--- config.mk ---
export PLATFORM = sky130hd
export DESIGN_NAME = spd_ramp_gen
export DESIGN_NICKNAME = d
export VERILOG_FILES = /design/src/rtl/motor_ctrl_pkg.sv /design/src/rtl/spd_ramp_tick.sv /design/src/rtl/spd_ramp_gen.sv
export SDC_FILE = /design/constraint.sdc
export NUM_CORES = 1
export LEC_CHECK = 0
export CAP_MARGIN = 20
export CORE_MARGIN = 1
export CORE_UTILIZATION = 56
export CTS_CLUSTER_DIAMETER = 120
export DETAILED_ROUTE_END_ITERATION = 10
export PLACE_DENSITY = 0.81
export SLEW_MARGIN = 40
export SYNTH_ARGS = -nofsm -noshare
export SYNTH_HDL_FRONTEND = slang
export SYNTH_SLANG_ARGS = --single-unit
--- constraint.sdc ---
create_clock -name Clk -period 4.81 [get_ports Clk]
set_input_delay 0.962 -clock Clk [delete_from_list [all_inputs] [get_ports Clk]]
set_output_delay 0.962 -clock Clk [all_outputs]
set_load 0.005 [all_outputs]
--- src/rtl/motor_ctrl_pkg.sv ---
// Shared motor-control definitions: ramp FSM state encoding, default speed
// word width and the saturating step function also used by the position ramp.
package motor_ctrl_pkg;

  localparam int SW_DEF = 8;
  localparam int SAT_W  = 16;

  typedef enum logic [2:0] {
    IDLE,
    WAIT_TICK,
    SET,
    ACK,
    REL
  } rampState_e;

  // One step from cur toward goal, clamped at goal; one extra bit of headroom
  // keeps the sum from wrapping at the top of the word.
  function automatic logic [SAT_W-1:0] stepSat(input logic [SAT_W-1:0] cur,
                                               input logic [SAT_W-1:0] goal,
                                               input logic [SAT_W-1:0] step);
    logic [SAT_W:0]   sum;
    logic [SAT_W-1:0] diff;
    sum  = {1'b0, cur} + {1'b0, step};
    diff = cur - goal;
    if (goal > cur)
      stepSat = (sum > {1'b0, goal}) ? goal : sum[SAT_W-1:0];
    else
      stepSat = (step >= diff) ? goal : cur - step;
  endfunction

endpackage

--- src/rtl/spd_ramp_tick.sv ---
// Ramp interval timer: counts while enabled and flags the terminal count
// every max(Div,1) cycles, restarting from zero on the tick or on Clr.
module spd_ramp_tick #(
  parameter int TW = 16
) (
  input  logic          Clk,
  input  logic          sCntClr,
  input  logic          Clr,
  input  logic          En,
  input  logic [TW-1:0] Div,
  output logic          Tc
);

  logic [TW-1:0] timer_q;
  logic [TW-1:0] timer_d;
  logic [TW-1:0] lastCnt;

  // A divide of zero behaves as a divide of one, ticking every cycle.
  assign lastCnt = (Div == '0) ? '0 : Div - TW'(1);
  assign Tc      = En && (timer_q == lastCnt);

  always_comb begin
    timer_d = timer_q;
    if (Clr)
      timer_d = '0;
    else if (En)
      timer_d = Tc ? '0 : timer_q + TW'(1);
  end

  always_ff @(posedge Clk or posedge sCntClr) begin
    if (sCntClr)
      timer_q <= '0;
    else
      timer_q <= timer_d;
  end

endmodule

--- src/rtl/spd_ramp_gen.sv ---
// Speed ramp generator: steps SpeedCmd toward the goal once per interval and
// hands each value downstream over SpeedSet/SpeedSetDone. Option: SPDRAMP_ESTOP_EN.
module spd_ramp_gen
  import motor_ctrl_pkg::*;
#(
  parameter int SW = SW_DEF,
  parameter int TW = 16
) (
  input  logic          Clk,
  input  logic          sCntClr,
  input  logic          RunEn,
  input  logic [SW-1:0] TargetSpd,
  input  logic [SW-1:0] AccStep,
  input  logic [TW-1:0] RampDiv,
  input  logic          SpeedSetDone,
`ifdef SPDRAMP_ESTOP_EN
  input  logic          EStop,
  output logic          EStopLat,
`endif
  output logic [SW-1:0] SpeedCmd,
  output logic          SpeedSet,
  output logic [SW-1:0] CurSpd,
  output logic          Busy,
  output logic          AtSpeed
);

  rampState_e    state_q;
  logic [SW-1:0] speedCmd_q;
  logic          speedSet_q;
  logic [SW-1:0] curSpd_q;
  logic [SW-1:0] goal;
  logic [SW-1:0] step;
  logic [SW-1:0] nextSpd;
  logic          tickTc;

`ifdef SPDRAMP_ESTOP_EN
  logic          eStopLat_q;
  logic          eStopPend_q;

  assign goal     = (RunEn && !eStopLat_q) ? TargetSpd : '0;
  assign EStopLat = eStopLat_q;
`else
  assign goal     = RunEn ? TargetSpd : '0;
`endif

  assign step    = (AccStep == '0) ? SW'(1) : AccStep;
  assign nextSpd = SW'(stepSat(SAT_W'(curSpd_q), SAT_W'(goal), SAT_W'(step)));

  spd_ramp_tick #(.TW(TW)) uTick (
    .Clk     (Clk),
    .sCntClr (sCntClr),
    .Clr     (state_q != WAIT_TICK),
    .En      (state_q == WAIT_TICK),
    .Div     (RampDiv),
    .Tc      (tickTc)
  );

  // The goal is re-read at every tick, so a goal change during a handshake
  // only steers the next update rather than aborting the current one.
  always_ff @(posedge Clk or posedge sCntClr) begin
    if (sCntClr) begin
      state_q    <= IDLE;
      speedCmd_q <= '0;
      speedSet_q <= 1'b0;
      curSpd_q   <= '0;
`ifdef SPDRAMP_ESTOP_EN
      eStopLat_q  <= 1'b0;
      eStopPend_q <= 1'b0;
`endif
    end else begin
`ifdef SPDRAMP_ESTOP_EN
      if (EStop && !eStopLat_q && (state_q == IDLE || state_q == WAIT_TICK)) begin
        speedCmd_q  <= '0;
        speedSet_q  <= 1'b1;
        eStopPend_q <= 1'b1;
        state_q     <= SET;
      end else begin
        if (EStop && !eStopLat_q)
          eStopPend_q <= 1'b1;
`endif
      case (state_q)
        IDLE: begin
          if (goal != curSpd_q)
            state_q <= WAIT_TICK;
        end
        WAIT_TICK: begin
          if (tickTc) begin
            if (goal == curSpd_q) begin
              state_q <= IDLE;
            end else begin
              speedCmd_q <= nextSpd;
              speedSet_q <= 1'b1;
              state_q    <= SET;
            end
          end
        end
        SET: state_q <= ACK;
        ACK: begin
          if (SpeedSetDone) begin
            speedSet_q <= 1'b0;
            curSpd_q   <= speedCmd_q;
            state_q    <= REL;
          end
        end
        REL: begin
          if (!SpeedSetDone) begin
`ifdef SPDRAMP_ESTOP_EN
            // A stop requested mid-handshake is served once the downstream
            // has released; only a delivered zero latches the stop.
            if (eStopPend_q) begin
              if (curSpd_q == '0) begin
                eStopLat_q  <= 1'b1;
                eStopPend_q <= 1'b0;
                state_q     <= IDLE;
              end else begin
                speedCmd_q <= '0;
                speedSet_q <= 1'b1;
                state_q    <= SET;
              end
            end else
`endif
            state_q <= (goal == curSpd_q) ? IDLE : WAIT_TICK;
          end
        end
        default: state_q <= IDLE;
      endcase
`ifdef SPDRAMP_ESTOP_EN
      end
      if (eStopLat_q && !RunEn && !EStop)
        eStopLat_q <= 1'b0;
`endif
    end
  end

  assign SpeedCmd = speedCmd_q;
  assign SpeedSet = speedSet_q;
  assign CurSpd   = curSpd_q;
  assign Busy     = (state_q != IDLE);
  assign AtSpeed  = (state_q == IDLE) && (curSpd_q == goal);

endmodule

==> flow_metrics.tcl <==
set metrics [dict create \
    status "complete, no violations" \
    htree_num_levels 2 \
    final_area_mm2 0.00489 \
    cts_tree "yes" \
    maxCapViolations 0 \
    p_per_area_mw_per_mm2 196 \
    antenna_left 0 \
    grt_pass1_wl_mm 17.1 \
    synthAdderAreaFrac_pct 14.9 \
    dieHeight_um 85.7 \
    clkSlewWorstSetupHoldPaths_ps 70 \
    min_period_over_period_pct 97.4 \
    numCtsBuffers 5 \
    dp_hpwl_mm 8.18 \
    p_leak_nw 2.25 \
    synth_edf_count 0 \
    synth_compound_area_share_pct 15.7 \
    synth_xor_area_share_pct 9.61 \
    worstPathRequired_ps 4980 \
    clock-root-buffer "clkbuf_8" \
    worst_slack_ps 125 \
    wire_per_inst_um 16.2 \
    max_freq_mhz 213 \
    io_pins 55 \
    period_minus_slack_ps 4690 \
    fill_cells 526 \
    start_kind "input port" \
    drc 0 \
    drive_gt1_share_pct 13.8 \
    synth_area_mm2 0.00392 \
    path_max_fanout 7 \
    async_reset_ff_share_pct 100 \
    die_w_um 85.7 \
    synthSimpleGateAreaFrac_pct 23.3 \
    overflow 0 \
    grt_pass1_vias 3892 \
    dpl_worst_slack_ps -390 \
    drtIter0Drc 140 \
    rows 30 \
    gp_congestion 0.978 \
    wl_mm 10.2 \
    max_slew.worst_pin.slew_ps 599 \
    syn_area_per_cell_um2 8.41 \
    tns_ps 0 \
    syn_nets 547 \
    synthToLayoutAreaGrowth_pct 24.8 \
    relSlewSlack_pct 59.9 \
    synth_flop_cell "dfrtp_1" \
    cp-end-kind "register" \
    diodes 0 \
    synth.distinct_cells 65 \
    core-area_mm2 0.00679 \
    synth_common_cells "ha_1, nor2_1, dfrtp_1" \
    grt_max_degree 37 \
    finalHoldViolCount 0 \
    synth-seq-cells 36 \
    synth_area_leaders "dfrtp_1, ha_1, xnor2_1, mux2_2, nor2_1" \
    placed_cell_area_mm2 0.00472 \
    viasPerCell 5.89 \
    max-vdd-ir-drop_mv 0.305 \
    firstDrtPassIters 4 \
    initial_core_util_pct 57.7 \
    synth_mux_area_share_pct 8.59 \
    synth_warnings 0 \
    final.setup_skew_ps 9.62 \
    synth_top_family_by_area "simple AND/OR/NAND/NOR gates" \
    yosys.area.top_type "dfrtp_1" \
    drv_slew 0 \
    critical_path_class "input port to register" \
    portBuffers 54 \
    insertion_delay_ps 280 \
    clkSinkCount 36 \
    finalSetupViolCount 0 \
    track_usage_pct 28.9 \
    hold_class "register to register" \
    ys_seq_area_share_pct 23.0 \
    die_area_mm2 0.00734 \
    vias 3719 \
    antenna_found_initial 0 \
    synth_top_area_share_pct 23.0 \
    final_net_count 615 \
    total_power_w 0.000959 \
    syn_inst 466 \
    crit_arrival_ps 4860 \
    ctsLongestPathBuffers 2 \
]
logic make-up after synthesis:
logic type / Yosys count
AND/OR/NAND/NOR: 172
AO/OA/AOI/OAI: 89
buffers and inverters: 50
adder cells (fa/ha/maj): 45
XOR/XNOR: 43
flip-flops: 36
multiplexers: 31
layout make-up:
cell class                 instances  area [um2]  area share [%]
clock buffer                       7        86.3            1.77
clock inverter                     1        7.51           0.154
inverter                          26        97.6            2.00
multi-input combinational        380        2900            59.2
sequential                        36         901            18.4
tap                               96         120            2.46
timing repair buffer              85         781            16.0
power breakdown:
group          internal [W]  switching, W
combinational      0.000182      0.000179
sequential         0.000328     0.0000502
clock              0.000116      0.000104
registers in the layout, summed over array words and instances, names as in the netlist:
register       flops
state_q            3
uTick.timer_q     16
SpeedSet           1
SpeedCmd           8
CurSpd             8
cells in the final DEF, fill, tap and decap left out, types with 6 or more instances in the layout:
cell | netlist | routed
nand2_1 | 31 | 31
o21ai_0 | 20 | 19
nor3_1 | 14 | 14
xor2_1 | 17 | 17
or3_1 | 10 | 10
buf_4 | 0 | 30
clkdlybuf4s50_1 | 0 | 50
o211ai_1 | 7 | 7
inv_1 | 26 | 26
nand4_1 | 6 | 6
a21o_1 | 8 | 8
a21oi_1 | 16 | 16
nor2b_1 | 10 | 10
clkbuf_8 | 0 | 6
dfrtp_1 | 36 | 36
nor2_1 | 42 | 42
xnor2_1 | 26 | 26
nand3_1 | 17 | 17
mux2i_1 | 10 | 10
nand2b_1 | 7 | 7
ha_1 | 42 | 42
mux2_2 | 20 | 20
what timing repair did:
| action | in CTS | in global routing |
|---|---|---|
| pin swaps | 1 | 2 |
| setup endpoints to repair | 6 | 8 |
| cloned | 1 | 0 |
| hold buffers | 0 | 0 |
| buffers inserted | 0 | 0 |
| resized for setup | 3 | 12 |
worst max-delay path, stage by stage:
cell and delay [ps]:
clkdlybuf4s50_1 490, nor3_1 60, a21o_1 220, ha_1 210
fa_1 390, nand2b_1 90, a21oi_1 90, a221o_1 340
xnor2_1 150, ha_1 320, nand4_1 150, a21o_1 220
a31oi_2 200, a2111oi_4 60, buf_4 170, nand2_1 100
o21ai_2 80, o221a_2 300, mux2_2 260
metal layers:
layer	part of all wire (%)	wire length [um]	GRT usage, %
met5	0	0	0
met4	3.5	358	11.8
met1	41	4180	32.6
met3	3.2	324	2.60
met2	52	5350	55.4
final timing paths:
kind / from / end / slack, ps / cells after the start
hold reg to reg: SpeedSet$_DFFE_PP0P_ / SpeedSet$_DFFE_PP0P_ / 490 / 1
max in group asynchronous: sCntClr / CurSpd[5]$_DFFE_PP0P_ / 3390 / 3
setup reg to reg: CurSpd[0]$_DFFE_PP0P_ / SpeedCmd[3]$_DFFE_PP0P_ / 1030 / 17
hold / removal: SpeedSet$_DFFE_PP0P_ / SpeedSet$_DFFE_PP0P_ / 490 / 1
min in group asynchronous: sCntClr / state_q[1]$_DFFE_PP0P_ / 1080 / 3
setup / recovery: AccStep[1] / SpeedCmd[3]$_DFFE_PP0P_ / 120 / 19
stage by stage:
stage	utilization (%)	cells	hold WS, ps
2_1_floorplan	-	466	474
3_3_place_gp	69.4	622	462
3_5_place_dp	69.4	622	477
4_1_cts	71.1	631	493
5_1_grt	72.0	631	513
6_report	72.0	631	490
Power figures use the tool's default switching activity.
==> edit, RTL diff (same flow settings) <==
`TW` is set to 16 in 2 places; all go to 32.
--- a/src/rtl/spd_ramp_tick.sv
+++ b/src/rtl/spd_ramp_tick.sv
@@ -2,5 +2,5 @@
 // every max(Div,1) cycles, restarting from zero on the tick or on Clr.
 module spd_ramp_tick #(
-  parameter int TW = 16
+  parameter int TW = 32
 ) (
   input  logic          Clk,
--- a/src/rtl/spd_ramp_gen.sv
+++ b/src/rtl/spd_ramp_gen.sv
@@ -5,5 +5,5 @@
 #(
   parameter int SW = SW_DEF,
-  parameter int TW = 16
+  parameter int TW = 32
 ) (
   input  logic          Clk,
Ports: changed (resized RampDiv); port bits go from 55 to 71. No check against the original RTL was run, so the function may have changed too.
==> edit against the original RTL <==
Synthesized cell count grew 44%. Worst hold slack gained 8.1 ps. Final area grew 42%. Sequential cell count grew 16. Clock power grew 11%. Routed wire length grew 50%. Utilization grew 1.8 points. Total power grew 21%. Combinational power grew 12%. Setup slack lost 7.4 ps. Synthesized area grew 41%. Global-route usage grew 2.0 points. Critical endpoint is now SpeedCmd[5]. Largest power group unchanged.
==> edit: results (changes against the original RTL) <==
- Status: completed
- Worst path slowest cell: a2111oi_0
- PwrDens: 167 mW/mm2 (-15%)
- RePlAce Congestion: 0.934 (-4.5%)
- Cell area after layout: 0.00695 mm2 (+42%)
- VDD IR-drop max: 0.146 mV (-52%)
- CP arrival: 4880 ps (+20 ps)
- GRT Resource Usage Total: 30.8% (+2.0 points)
- Synth Area in Compound Gates: 16.1% (+0.34 points)
- Xor/xnor cell area share of the yosys netlist: 11.1% (+1.5 points)
- Sequential cell fraction of total power: 44.1% (+4.7 points)
- Synth area leaders: dfrtp_1 24%, ha_1 9.3%, xnor2_1 7.6%
- Register area: 0.00130 mm2 (+44%)
- Post-synth top area share: 23.5% (+0.56 points)
- Syn_area_per_cell: 8.22 um2 (-2.2%)
- Dpl ws: -359 ps (+31.0 ps)
- Cell class contributing the biggest share of worst-path delay: simple AND/OR/NAND/NOR gates
- Total number of vias: 5431 (+46%)
- Largest net degree at the start of global routing: 53 (+43%)
- Initial DRC count: 255 (+82%)
- Sequential share of the synthesized area: 23.5% (+0.56 points)
- First-pass GRT wire length: 25100 um (+47%)
- Clk pwr share: 21.1% (-1.9 points)
- Clk Latency, worst-skew pair: 300 ps (+20 ps)
- Mapped Nets: 768 (+40%)
-- edit: worst paths after layout --
| check | from | to | slack [ps] | cells past startpoint |
|---|---|---|---|---|
| hold / removal | SpeedSet | SpeedSet | 500 | 1 |
| max in group asynchronous | sCntClr | uTick.timer_q[18] | 3260 | 2 |
| setup / recovery | RampDiv[1] | SpeedCmd[5] | 120 | 13 |
| min in group asynchronous | sCntClr | state_q[2] | 1110 | 2 |
| hold reg to reg | SpeedSet | SpeedSet | 500 | 1 |
| setup reg to reg | CurSpd[1] | SpeedCmd[7] | 970 | 16 |
-- edit: kinds of logic after synthesis --
logic type                 count (synthesis)
xor gates and xnor gates                  70
and+or+nand+nor                          264
adders and majority gates                 44
muxes                                     41
AOI/OAI and AO/OA                        127
buffers and inverters                     74
DFF                                       52
-- edit: metal layers --
layer  wire length, um  global-route usage [%]
met5                 0                       0
met1              7080                    42.9
met2              7310                    51.8
met4                78                    4.24
met3               865                    4.83
